### config.mk
export PLATFORM = sky130hd
export DESIGN_NAME = get_port_arbiter
export DESIGN_NICKNAME = d
export VERILOG_FILES = /design/src/rtl/get_port_pkg.sv /design/src/rtl/get_port_arbiter_rr_arbiter.sv /design/src/rtl/get_port_arbiter.sv
export SDC_FILE = /design/constraint.sdc
export NUM_CORES = 1
export LEC_CHECK = 0
export BUFFER_PORTS_ARGS = -buffer_cell sky130_fd_sc_hd__buf_2
export CAP_MARGIN = 5
export CORE_MARGIN = 2
export CORE_UTILIZATION = 63
export CTS_BUF_LIST = sky130_fd_sc_hd__clkbuf_4 sky130_fd_sc_hd__clkbuf_8
export DETAILED_ROUTE_END_ITERATION = 6
export PLACE_DENSITY_LB_ADDON = 0.05
export SKIP_LAST_GASP = 1
export SYNTH_ARGS = -nofsm -noshare
export SYNTH_HDL_FRONTEND = slang
export SYNTH_SLANG_ARGS = --single-unit
### constraint.sdc
create_clock -name clk -period 4.6 [get_ports clk]
set_input_delay 0.69 -clock clk [delete_from_list [all_inputs] [get_ports clk]]
set_output_delay 0.69 -clock clk [all_outputs]
set_load 0.1 [all_outputs]
### src/rtl/get_port_pkg.sv
// get_port_pkg: default parameters and channel-index width helper for the get-port arbiter.
package get_port_pkg;

    localparam int WIDTH_DEF  = 32;
    localparam int DEPTH_DEF  = 8;
    localparam int NUM_CH_DEF = 4;

    function automatic int ch_width(input int num_ch);
        return (num_ch > 1) ? $clog2(num_ch) : 1;
    endfunction

endpackage

### src/rtl/get_port_arbiter_rr_arbiter.sv
// rr_arbiter: one-hot round-robin pick, searching upward from ptr with wrap.
module rr_arbiter
    import get_port_pkg::*;
#(
    parameter int NUM_CH = NUM_CH_DEF,
    parameter int CW     = ch_width(NUM_CH)
) (
    input  logic [NUM_CH-1:0] req_i,
    input  logic [CW-1:0]     ptr_i,
    input  logic              en_i,
    output logic [NUM_CH-1:0] gnt_o,
    output logic [CW-1:0]     idx_o
);

    logic [CW-1:0] c;

    // Walk offsets from farthest to nearest so the closest requester at or after ptr wins.
    always_comb begin
        gnt_o = '0;
        idx_o = '0;
        c     = '0;
        for (int k = NUM_CH - 1; k >= 0; k--) begin
            c = CW'((int'(ptr_i) + k) % NUM_CH);
            if (en_i && req_i[c]) begin
                gnt_o    = '0;
                gnt_o[c] = 1'b1;
                idx_o    = c;
            end
        end
    end

endmodule

### src/rtl/get_port_arbiter.sv
// get_port_arbiter: flop register file shared by NUM_CH read channels through a round-robin
// arbiter and a single 1-cycle response slot with write-first bypass.
module get_port_arbiter
    import get_port_pkg::*;
#(
    parameter  int WIDTH  = WIDTH_DEF,
    parameter  int DEPTH  = DEPTH_DEF,
    parameter  int NUM_CH = NUM_CH_DEF,
    localparam int AW     = $clog2(DEPTH),
    localparam int CW     = ch_width(NUM_CH)
) (
    input  logic                 clk,
    input  logic                 rst_n,
    input  logic [NUM_CH-1:0]    req_valid,
    input  logic [NUM_CH*AW-1:0] req_addr,
    output logic [NUM_CH-1:0]    req_ready,
    input  logic                 wr_en,
    input  logic [AW-1:0]        wr_addr,
    input  logic [WIDTH-1:0]     wr_data,
    output logic                 rsp_valid,
    output logic [CW-1:0]        rsp_ch,
    output logic [WIDTH-1:0]     rsp_data,
    input  logic                 rsp_ready,
    output logic [15:0]          grant_cnt
);

    logic [WIDTH-1:0] mem_q [DEPTH];
    logic             rsp_valid_q, rsp_valid_d;
    logic [CW-1:0]    rsp_ch_q, rsp_ch_d;
    logic [WIDTH-1:0] rsp_data_q, rsp_data_d;
    logic [CW-1:0]    ptr_q, ptr_d;
    logic [15:0]      cnt_q, cnt_d;
    logic [CW-1:0]    gnt_idx;
    logic [AW-1:0]    rd_addr;
    logic             slot_free;
    logic             accept;

    assign slot_free = !rsp_valid_q || rsp_ready;

    rr_arbiter #(.NUM_CH(NUM_CH), .CW(CW)) u_rr (
        .req_i (req_valid),
        .ptr_i (ptr_q),
        .en_i  (rst_n && slot_free),
        .gnt_o (req_ready),
        .idx_o (gnt_idx)
    );

    always_comb begin
        accept  = |req_ready;
        rd_addr = '0;
        for (int i = 0; i < NUM_CH; i++) begin
            if (req_ready[i]) rd_addr = req_addr[i*AW +: AW];
        end
        rsp_valid_d = accept || (rsp_valid_q && !rsp_ready);
        rsp_ch_d    = accept ? gnt_idx : rsp_ch_q;
        rsp_data_d  = !accept ? rsp_data_q :
                      (wr_en && wr_addr == rd_addr) ? wr_data : mem_q[rd_addr];
        ptr_d       = !accept ? ptr_q :
                      (int'(gnt_idx) == NUM_CH - 1) ? '0 : gnt_idx + CW'(1);
        cnt_d       = cnt_q + 16'(accept);
    end

    always_ff @(posedge clk) begin
        if (!rst_n) begin
            for (int i = 0; i < DEPTH; i++) mem_q[i] <= '0;
            rsp_valid_q <= 1'b0;
            rsp_ch_q    <= '0;
            rsp_data_q  <= '0;
            ptr_q       <= '0;
            cnt_q       <= '0;
        end else begin
            if (wr_en) mem_q[wr_addr] <= wr_data;
            rsp_valid_q <= rsp_valid_d;
            rsp_ch_q    <= rsp_ch_d;
            rsp_data_q  <= rsp_data_d;
            ptr_q       <= ptr_d;
            cnt_q       <= cnt_d;
        end
    end

    assign rsp_valid = rsp_valid_q;
    assign rsp_ch    = rsp_ch_q;
    assign rsp_data  = rsp_data_q;
    assign grant_cnt = cnt_q;

endmodule

Word-level counts from Yosys, hierarchy flattened:

Memory sizes are Yosys's and may differ from the RTL's. A register that Yosys moved wholly into a read port is not among the register bits.
Index checks and enable logic that the tools add are counted.

* output and inout port bits: 55
* bits in writable memories: 256
* memories: 1
* register bits: 21
* bits of input ports: 55

* reductions and logical operators: 17
* add/subtract/negate cells: 5
* mux-type cells: 36
* equality and inequality tests: 1
* magnitude comparators: 8

Memory list
* mem_q: words 8, width 32, read ports 1, clocked after Yosys merged registers in 1, wr ports 8, line get_port_arbiter.sv:27 `logic [WIDTH-1:0] mem_q [DEPTH];`

Operators by type and width (number)
* $mux W32: 1
* $reduce_or A32 Y1: 1
* $add A16 B1 Y16: 1
* $mux W4: 4
* $mux W3: 5
* $mux W1: 13
* $lt A2 B3 Y1 const B: 4
* $logic_and A1 B1 Y1: 10
* $mux W2: 5
* $bmux W1 S2: 4
* $demux W1 S2: 4
* $ge A2 B1 Y1 const B: 4
* $add A2 B1 Y2 const B: 2
* $add A2 B2 Y2 const B: 2
* $reduce_or A4 Y1: 1
* $logic_not A1 Y1: 3
* $eq A2 B1 Y1 const B: 1
* $logic_or A1 B1 Y1: 2

Logic depth before layout (Yosys ltp):

Gate-level depths: netlist (run 1).

* depth in word-level cells: 13
* mapped depth: 19
* gate-level depth less buffers: 14

Cells and area by module:

From an unflattened synthesis (run 1), not the netlist that was laid out.

* cells, all modules: 1111
* area total of the unflattened synthesis: 14321.2 sq um

By module, submodules not included
* get_port_arbiter: area an instance 13872.1 sq um, cells an instance 1058, times used 1
* rr_arbiter: area an instance 449.2 sq um, cells an instance 53, times used 1

Worst setup path after synthesis (run 1):

OpenSTA, ideal clock, no wires.

* path type: reg2reg
* start point: register ptr_q[0]
* end point: register cnt_q[10], in the netlist grant_cnt[10]
* buffers on the path: 4
* path slack: -0.489 ns
* data required time: 4.529 ns
* arrival time: 5.018 ns
* setup time: 0.071 ns
* clock period less this slack: 5.089 ns
* cell stages (with the launch flop): 18
* cells stage by stage: dfxtp_1 -> inv_1 -> ha_1 -> clkbuf_1 -> or3b_2 -> o211ai_1 -> and3_1 -> a2bb2oi_1 -> nor2_1 -> or3_1 -> buf_4 -> buf_2 -> ha_1 -> ha_1 -> clkbuf_1 -> nand2_1 -> or3_1 -> a21oi_1

* cells in the longest elaborated chain, start to end: 11

Ends and longest elaborated chain
* from (decl): line get_port_arbiter.sv:31 `logic [CW-1:0] ptr_q, ptr_d;`
* from (signal assigned): line get_port_arbiter.sv:76 `ptr_q <= ptr_d;`
* $add A2 B2 Y2: line get_port_arbiter_rr_arbiter.sv:23 `c = CW'((int'(ptr_i) + k) % NUM_CH);`
* $lt A2 B3 Y1 (not written as such) or $ge A2 B1 Y1 (tied branches): line get_port_arbiter_rr_arbiter.sv:26 `gnt_o[c] = 1'b1;`
* $logic_and A1 B1 Y1 (not written as such): line get_port_arbiter_rr_arbiter.sv:26
* $mux W1 (not written as such): line get_port_arbiter_rr_arbiter.sv:26
* $demux W1 S2
* $mux W4 (3 in a row): line get_port_arbiter_rr_arbiter.sv:24 `if (en_i && req_i[c]) begin`
* $mux W4 (*): line get_port_arbiter_rr_arbiter.sv:24
* named net req_ready[0]: line get_port_arbiter.sv:16 `output logic [NUM_CH-1:0] req_ready,`
* $reduce_or A4 Y1 (*): line get_port_arbiter.sv:49 `accept = |req_ready;`
* $add A16 B1 Y16 (*): line get_port_arbiter.sv:60 `cnt_d = cnt_q + 16'(accept);`
* to (signal assigned): line get_port_arbiter.sv:77 `cnt_q <= cnt_d;`
* to (decl): line get_port_arbiter.sv:32 `logic [15:0] cnt_q, cnt_d;`

The timed path passes the listed nets; every way through them passes the cells marked *. The select of a mux whose other input is x is not followed.
A chain may end at the register's enable or synchronous reset.

Final worst setup path (run 1):

* start point: register ptr_q[0]
* end point: register rsp_data_q[25], in the netlist rsp_data[25], read port of mem_q

* cells in the longest elaborated chain, start to end: 13

Ends and longest elaborated chain
* $add A2 B2 Y2: line get_port_arbiter_rr_arbiter.sv:23
* $lt A2 B3 Y1 (not written as such) or $ge A2 B1 Y1 (tied branches): line get_port_arbiter_rr_arbiter.sv:26
* $logic_and A1 B1 Y1 (not written as such): line get_port_arbiter_rr_arbiter.sv:26
* $mux W1 (not written as such): line get_port_arbiter_rr_arbiter.sv:26
* $demux W1 S2
* $mux W4 (3 in a row): line get_port_arbiter_rr_arbiter.sv:24
* $mux W4 (*): line get_port_arbiter_rr_arbiter.sv:24
* $mux W3 (4 in a row): line get_port_arbiter.sv:52 `if (req_ready[i]) rd_addr = req_addr[i*AW +: AW];`
* to (decl): line get_port_arbiter.sv:30 `logic [WIDTH-1:0] rsp_data_q, rsp_data_d;`

Every way passes the cells marked *; elsewhere a longest branch is shown, timed or not. The select of a mux whose other input is x is not followed.

==> metrics.md, run 1 <==
| Metric | Value |
|---|---|
| Worst skew pair latency | `0.58 ns` |
| Share of layout cells above drive strength 1 | `19.6%` |
| Peak Freq | `233 MHz` |
| Outcome | `finished clean` |
| Core Area | `23,400 um^2` |
| Critical Path Source Type | `flip-flop` |
| Endpoints failing hold | `0` |
| Grt peak-use layer | `met2` |
| DP Wirelength | `21.9 mm` |
| Unique masters post-synth | `63` |
| Die ar. | `25,000 um^2` |
| Max Buffers Root-to-Sink | `3` |
| Chip Height | `158 um` |
| CP Data Required Time | `5.09 ns` |
| Antenna viol nets, final | `0` |
| Post-route setup slack | `0.301 ns` |
| Warnings, synthesis | `0` |
| Hold buffers post-CTS | `0` |
| Avg Inst Size Synth | `11.6 um^2` |
| # port buffers | `109` |
| Nets | `1,445` |
| Max_cap viols | `0` |
| CTS clk-pin slew, worst paths | `0.06 ns` |
| Sum Neg Setup Slack | `0 ns` |
| Critical Path AT | `4.79 ns` |
| CP cell instances | `inv_1, ha_1, mux4_2, a21oi_1, a21oi_1, or2_1, or4_4, a31o_4, nand2_4, buf_4, a211oi_1, or4_1, a21oi_1` |
| RSZ-0062 raised after global routing | `false` |
| Crit-path max cell delay | `0.58 ns` |
| Relative slew slack | `41.3%` |
| DRC | `0` |
| Met2 Resource Use GR | `51.2%` |
| Die X | `158 um` |
| Detail-routed via count per cell | `6.33` |
| Routability cong. | `0.880` |
| Largest net degree at the start of global routing | `87` |
| Grt ovf | `0` |
| Vias in the first global route | `10,600` |
| Synth Instances | `1,285` |
| Synth top area share | `51.4%` |
| Slowest CP cell | `or4_4` |
| Num CTS Buffers | `50` |
| Number of gates resized after CTS | `0` |
| Pre-CTS setup slack | `0.329 ns` |
| DR iter-0 viols | `1,282` |
| Fillers | `1,664` |
| Most frequent CP cell | `a21oi_1` |
| I/O pins | `110` |
| M3 GR Usage | `5.31%` |
| GRT Overall Usage | `31.4%` |
| Pwr per Cell Area | `660 nW/um^2` |
| Area contributors post-synth | `edfxtp_1, and2_1, dfxtp_1, a211oi_1, and3_1` |
| Area growth syn-to-layout | `13.5%` |
| TritonCTS Sinks | `309` |
| Root buffer cell | `clkbuf_8` |
| Setup violators final | `0` |
| Initial Util | `63.9%` |
| CP Class | `reg -> reg` |
| Final WL | `39.1 mm` |
| CTS tree | `done` |
| Area of the multi-input gates | `5720 um^2` |
| First-pass GRT wire length | `58.9 mm` |
| Sequential share of the synthesized area | `58.5%` |
| Lkg Pwr | `6.49 nW` |
| Slew Viols, Final | `0` |
| Minimum clock period | `4.30 ns` |
| Post-synth top cells | `and2_1, edfxtp_1, and3_1` |
| DR vias | `11,000` |
| FFs w/ async S/R, synth | `0%` |
| Antenna violations before repair | `0` |
| Grt met1 use | `42.7%` |
| Hold WC Path Type | `reg -> reg` |
| Yosys reg bits | `309` |
| Syn nets | `1,351` |
| H-tree Lvls | `2` |
| Count leader, synth | `and2_1` |
| Post-CTS Setup Inserts | `0` |
| Crit path capture type | `flip-flop` |
| Crit-path max FO | `32` |
| Prevailing post-synth register cell | `edfxtp_1` |
| Leading area contributor after synthesis | `edfxtp_1` |
| Peak supply drop | `0.725 mV` |
| Synthesized cell area | `15,000 um^2` |
| Actual slew at the worst max-slew pin | `0.879 ns` |
| Reg area | `8750 um^2` |
| Std-Cell Rows | `56` |
| Post-synth EDFFs | `256` |
| Diode count | `0` |
| Wire length per cell | `22.5 um` |
| Clk_skew | `0.0265 ns` |
| Final period util | `93.5%` |
| DR pass1 iterations | `6` |
## through the flow
stage | utilization, % | instances | hold slack, ns | instance area (um^2) | power (mW)
4_1_cts | 72.6 | 1740 | 0.473 | 17000 | 11.2
6_report | 72.6 | 1740 | 0.494 | 17000 | 11.2
3_3_place_gp | 68.0 | 1646 | 0.471 | 15900 | 8.62
3_5_place_dp | 68.0 | 1646 | 0.485 | 15900 | 8.71
5_1_grt | 72.6 | 1740 | 0.492 | 17000 | 11.7
2_1_floorplan | - | 1285 | 0.639 | 15000 | 7.43
## critical path: cells and delay by family (launching register included)
kind	cells	cell delay, ns
AND/OR/NAND/NOR	4	1.54
AO/OA/AOI/OAI	5	0.94
adder cells (fa/ha/maj)	1	0.53
buffers and inverters	2	0.45
multiplexers	1	0.43
flip-flops	1	0.33
## worst paths after layout
kind | cells past startpoint | slack [ns] | start | to
max reg2reg | 13 | 0.30 | ptr_q[0] | rsp_data[25]
min | 2 | 0.49 | rsp_ch[1] | rsp_ch[1]
max | 13 | 0.30 | ptr_q[0] | rsp_data[25]
min reg2reg | 2 | 0.49 | rsp_ch[1] | rsp_ch[1]
## registers in the layout, summed over array words and instances (netlist names)
signal and flops:
grant_cnt 16, mem_q 256, ptr_q 2, rsp_ch 2, rsp_data 32, rsp_valid 1
## per-layer routing
layer	wire (um)	part of all wire (%)
met1	15700	40
met3	3860	9.9
met4	1050	2.7
met2	18400	47
met5	0	0
## area by class of cell
cell class              instances  area share (%)
repair buffers                155            5.72
clock inverters                15           0.752
multi-input cells             847            33.7
flip-flops and latches        309            51.5
clock buffers                  79            5.56
inverters                      16           0.376
well taps                     319            2.35
## cell families (layout without fill, tap and decap cells)
| family | count (synthesis) | count (layout) | synth area share (%) |
|---|---|---|---|
| adder cells (fa/ha/maj) | 11 | 11 | 0.920 |
| flip-flops | 309 | 309 | 58.5 |
| AO/OA/AOI/OAI | 290 | 290 | 13.6 |
| multiplexers | 13 | 13 | 1.13 |
| XOR/XNOR | 13 | 13 | 0.761 |
| buffers and inverters | 129 | 265 | 4.26 |
| AND/OR/NAND/NOR | 520 | 520 | 20.9 |
## report_power, final
group          internal, mW  switching, mW  leakage, nW
clock                  1.42           1.07        0.574
sequential             3.33          0.138         2.89
combinational          1.62           3.64         3.02
## placed cells by master, fill, tap and decap left out, drive strengths merged, types with 13 or more instances in the layout
cell type	instances
nand2	21
or4	34
nor3	36
a211oi	97
buf	155
clkbuf	79
o21ai	15
clkinv	13
nor2	30
edfxtp	256
o21a	34
o221ai	32
nand3	14
inv	15
a21oi	80
and3	102
dfxtp	53
and2	260
Power figures use the tool's default switching activity.
==> run 2: changes to the inputs <==
--- a/config.mk
+++ b/config.mk
@@ -5,6 +5,7 @@
 export SDC_FILE = /design/constraint.sdc
 export NUM_CORES = 1
 export LEC_CHECK = 0
+export ABC_AREA = 1
 export BUFFER_PORTS_ARGS = -buffer_cell sky130_fd_sc_hd__buf_2
 export CAP_MARGIN = 5
 export CORE_MARGIN = 2
@@ -12,6 +13,7 @@
 export CTS_BUF_LIST = sky130_fd_sc_hd__clkbuf_4 sky130_fd_sc_hd__clkbuf_8
 export DETAILED_ROUTE_END_ITERATION = 6
 export PLACE_DENSITY_LB_ADDON = 0.05
+export SKIP_CTS_REPAIR_TIMING = 1
 export SKIP_LAST_GASP = 1
 export SYNTH_ARGS = -nofsm -noshare
 export SYNTH_HDL_FRONTEND = slang
==> run 2 against run 1 <==
First-iteration DRC count increased by 12%; sequential share of layout area decreased by 0.99 points; final cell count increased by 30%; synthesized cell count increased by 41%; global-route usage increased by 0.72 points; critical path type unchanged.
==> metrics.md, run 2 <==
| Metric | Value |
|---|---|
| Area contributors post-synth | `edfxtp_1, nand3_1, inv_1, nor2_1, dfxtp_1` |
| Minimum clock period | `4.01 ns (-0.291 ns)` |
| Vias in the first global route | `12,100 (+14%)` |
| Wire length per cell | `18.1 um (-19%)` |
| Antenna viol nets, final | `0 (unchanged)` |
| Final WL | `41.1 mm (+5.1%)` |
| Max FFs per register | `256 (unchanged)` |
| Lkg Pwr | `8.14 nW (+25%)` |
| Post-layout util | `71.4% (-1.2 points)` |
| Worst skew pair latency | `0.57 ns (about the same)` |
| Endpoints failing hold | `0 (unchanged)` |
| Die X | `161 um (+1.6%)` |
| GRT Overall Usage | `32.1% (+0.72 points)` |
| DR vias | `12,700 (+15%)` |
| Peak supply drop | `0.952 mV (+31%)` |
| Slew Viols, Final | `0 (unchanged)` |
| Peak Freq | `250 MHz (+7.3%)` |
| Synth top area share | `49.7% (-1.7 points)` |
| Share of layout cells above drive strength 1 | `13.5% (-6.1 points)` |
| RSZ-0062 raised after global routing | `false` |
| Core Area | `24,200 um^2 (+3.6%)` |
| H-tree Lvls | `2 (unchanged)` |
| Prevailing post-synth register cell | `edfxtp_1` |
| R2R Path Start | `ptr_q[0]` |
| Sum Neg Setup Slack | `0 ns (unchanged)` |
| Most frequent cells in the layout | `nand3_1, inv_1, nor2_1` |
| Antenna violations before repair | `0 (unchanged)` |
| Critical Path AT | `4.47 ns (-0.32 ns)` |
| Post-synth EDFFs | `256 (unchanged)` |
| Area growth syn-to-layout | `11.9%` |
| CTS clk-pin slew, worst paths | `0.06 ns (about the same)` |
| Setup violators final | `0 (unchanged)` |
| Die ar. | `25,800 um^2 (+3.3%)` |
| Chip Height | `161 um (+1.6%)` |
| Reg with most FFs | `mem_q` |
| Std-Cell Rows | `57 (+1.8%)` |
| Diode count | `0 (unchanged)` |
| Num CTS Buffers | `49 (-2.0%)` |
| First-pass GRT wire length | `65.0 mm (+10%)` |
| Nets | `1,967 (+36%)` |
| Crit-path max FO | `10 (-69%)` |
| Hold WC Path Type | `in -> reg` |
| Syn nets | `1,880 (+39%)` |
| Count leader, synth | `nand3_1` |
| Routability cong. | `0.822 (-6.6%)` |
| CP Launch Point | `ptr_q[0]` |
| Max Buffers Root-to-Sink | `3 (unchanged)` |
| Pwr per Cell Area | `752 nW/um^2 (+14%)` |
| # port buffers | `109 (unchanged)` |
| Max_cap viols | `0 (unchanged)` |
| Sequential share of the synthesized area | `56.5% (-1.9 points)` |
| CP Data Required Time | `5.06 ns (-0.03 ns)` |
| Detail-routed via count per cell | `5.61 (-11%)` |
| Initial Util | `63.8% (-0.13 points)` |
| Fin cells | `2,265 (+30%)` |
| Cell Area, Placed | `16,300 um^2 (+2.2%)` |
| Synthesized cell area | `15,500 um^2 (+3.4%)` |
| Hold Startpoint | `rsp_ready` |
| Pre-CTS setup slack | `0.675 ns (+0.346 ns)` |
| Yosys reg bits | `309 (unchanged)` |
| Placed Cells | `2,174 (+32%)` |
| Post-synth top cells | `nand3_1, inv_1, nor2_1` |
| Commonest non-fill, non-tap cell in the layout | `nand3_1` |
| Largest net degree at the start of global routing | `101 (+16%)` |
| Warnings, synthesis | `0 (unchanged)` |
| Crit path capture type | `flip-flop` |
| Post-route setup slack | `0.592 ns (+0.291 ns)` |
| DRC | `0 (unchanged)` |
| Leading area contributor after synthesis | `edfxtp_1` |
| I/O pins | `110 (unchanged)` |
| DR pass1 iterations | `7 (+1)` |
| CTS tree | `done` |
| Actual slew at the worst max-slew pin | `0.768 ns (-0.111 ns)` |
| Hold Slack | `0.443 ns (-0.0510 ns)` |
| Final Cell Area | `17,300 um^2 (+2.0%)` |
| Critical Path Source Type | `flip-flop` |
| Relative slew slack | `48.8% (+7.5 points)` |
| Final period util | `87.1% (-6.3 points)` |
| Clk_skew | `0.0329 ns (+0.00643 ns)` |
| DR iter-0 viols | `1,439 (+12%)` |
| DP Wirelength | `22.1 mm (+0.97%)` |
| FFs w/ async S/R, synth | `0% (unchanged)` |
| Overall Power | `13.0 mW (+16%)` |
| Synth Instances | `1,814 (+41%)` |
| Outcome | `finished clean` |
| Grt ovf | `0 (unchanged)` |
| CP Class | `reg -> reg` |
| Avg Inst Size Synth | `8.53 um^2 (-27%)` |
| TritonCTS Sinks | `309 (unchanged)` |
| Unique masters post-synth | `38 (-40%)` |
| Root buffer cell | `clkbuf_8` |
[run 2: cell types whose count changed after synthesis, sizes merged, moves of 101 or more]
cell | previous run | this run
and2 | 260 | 0
and3 | 102 | 1
inv | 16 | 332
nand2 | 21 | 239
nand3 | 14 | 378
nor2 | 30 | 290
[run 2: kinds of logic (layout without fill, tap and decap cells)]
family                   Yosys count  count (layout)  synth area share [%]
buffers and inverters            442             569                  11.5
flip-flops                       309             309                  56.5
AND/OR/NAND/NOR                  951             951                  27.6
AO/OA/AOI/OAI                    101             101                  3.43
adder cells (fa/ha/maj)           11              11                 0.890
[run 2: layer usage]
metal / vias up / wire length (um) / track usage, % / share of wire, %
li1: 6021 / - / - / -
met1: 5940 / 16900 / 46.0 / 41
met2: 644 / 19100 / 51.9 / 47
met3: 99 / 4070 / 4.21 / 9.9
met4: 0 / 994 / 9.74 / 2.4
met5: - / 0 / 0 / 0
[run 2: final cells by class]
cell class,count,area (um^2)
Clock buffer,79,987
Clock inverter,12,58.8
Fill cell,1918,6940
Inverter,334,1260
Multi-Input combinational cell,1063,4960
Sequential cell,309,8750
Tap cell,324,405
Timing Repair Buffer,144,896
[run 2: critical path, stage by stage, from the launching register on]
cell	delay, ns
dfxtp_1	0.53
inv_2	0.16
ha_1	0.38
inv_1	0.09
nand3_1	0.09
nand3_1	0.09
nor2_2	0.26
nand3_1	0.10
nand3_1	0.09
nand2_1	0.10
inv_2	0.16
nor4_4	0.08
inv_2	0.06
ha_1	0.16
nand3_1	0.11
nor2_1	0.11
inv_1	0.06
nor3_1	0.20
nand2_1	0.11
nor2_1	0.09
inv_1	0.06
nor3_1	0.30
and3_1	0.24
nand2_1	0.07
nand2_1	0.05
nor3b_1	0.17
[run 2: path summary, 6_finish.rpt]
check | to | slack [ns] | cells after the start
min reg2reg | rsp_ch[1] | 0.47 | 2
min | rsp_valid | 0.44 | 4
max | grant_cnt[15] | 0.59 | 25
max reg2reg | grant_cnt[15] | 0.59 | 25
[run 2: power breakdown]
part	internal (mW)	total (mW)	switching, mW
logic	1.85	7.12	5.27
registers	3.34	3.46	0.119
clock network	1.36	2.44	1.08
total	6.55	13.0	6.47
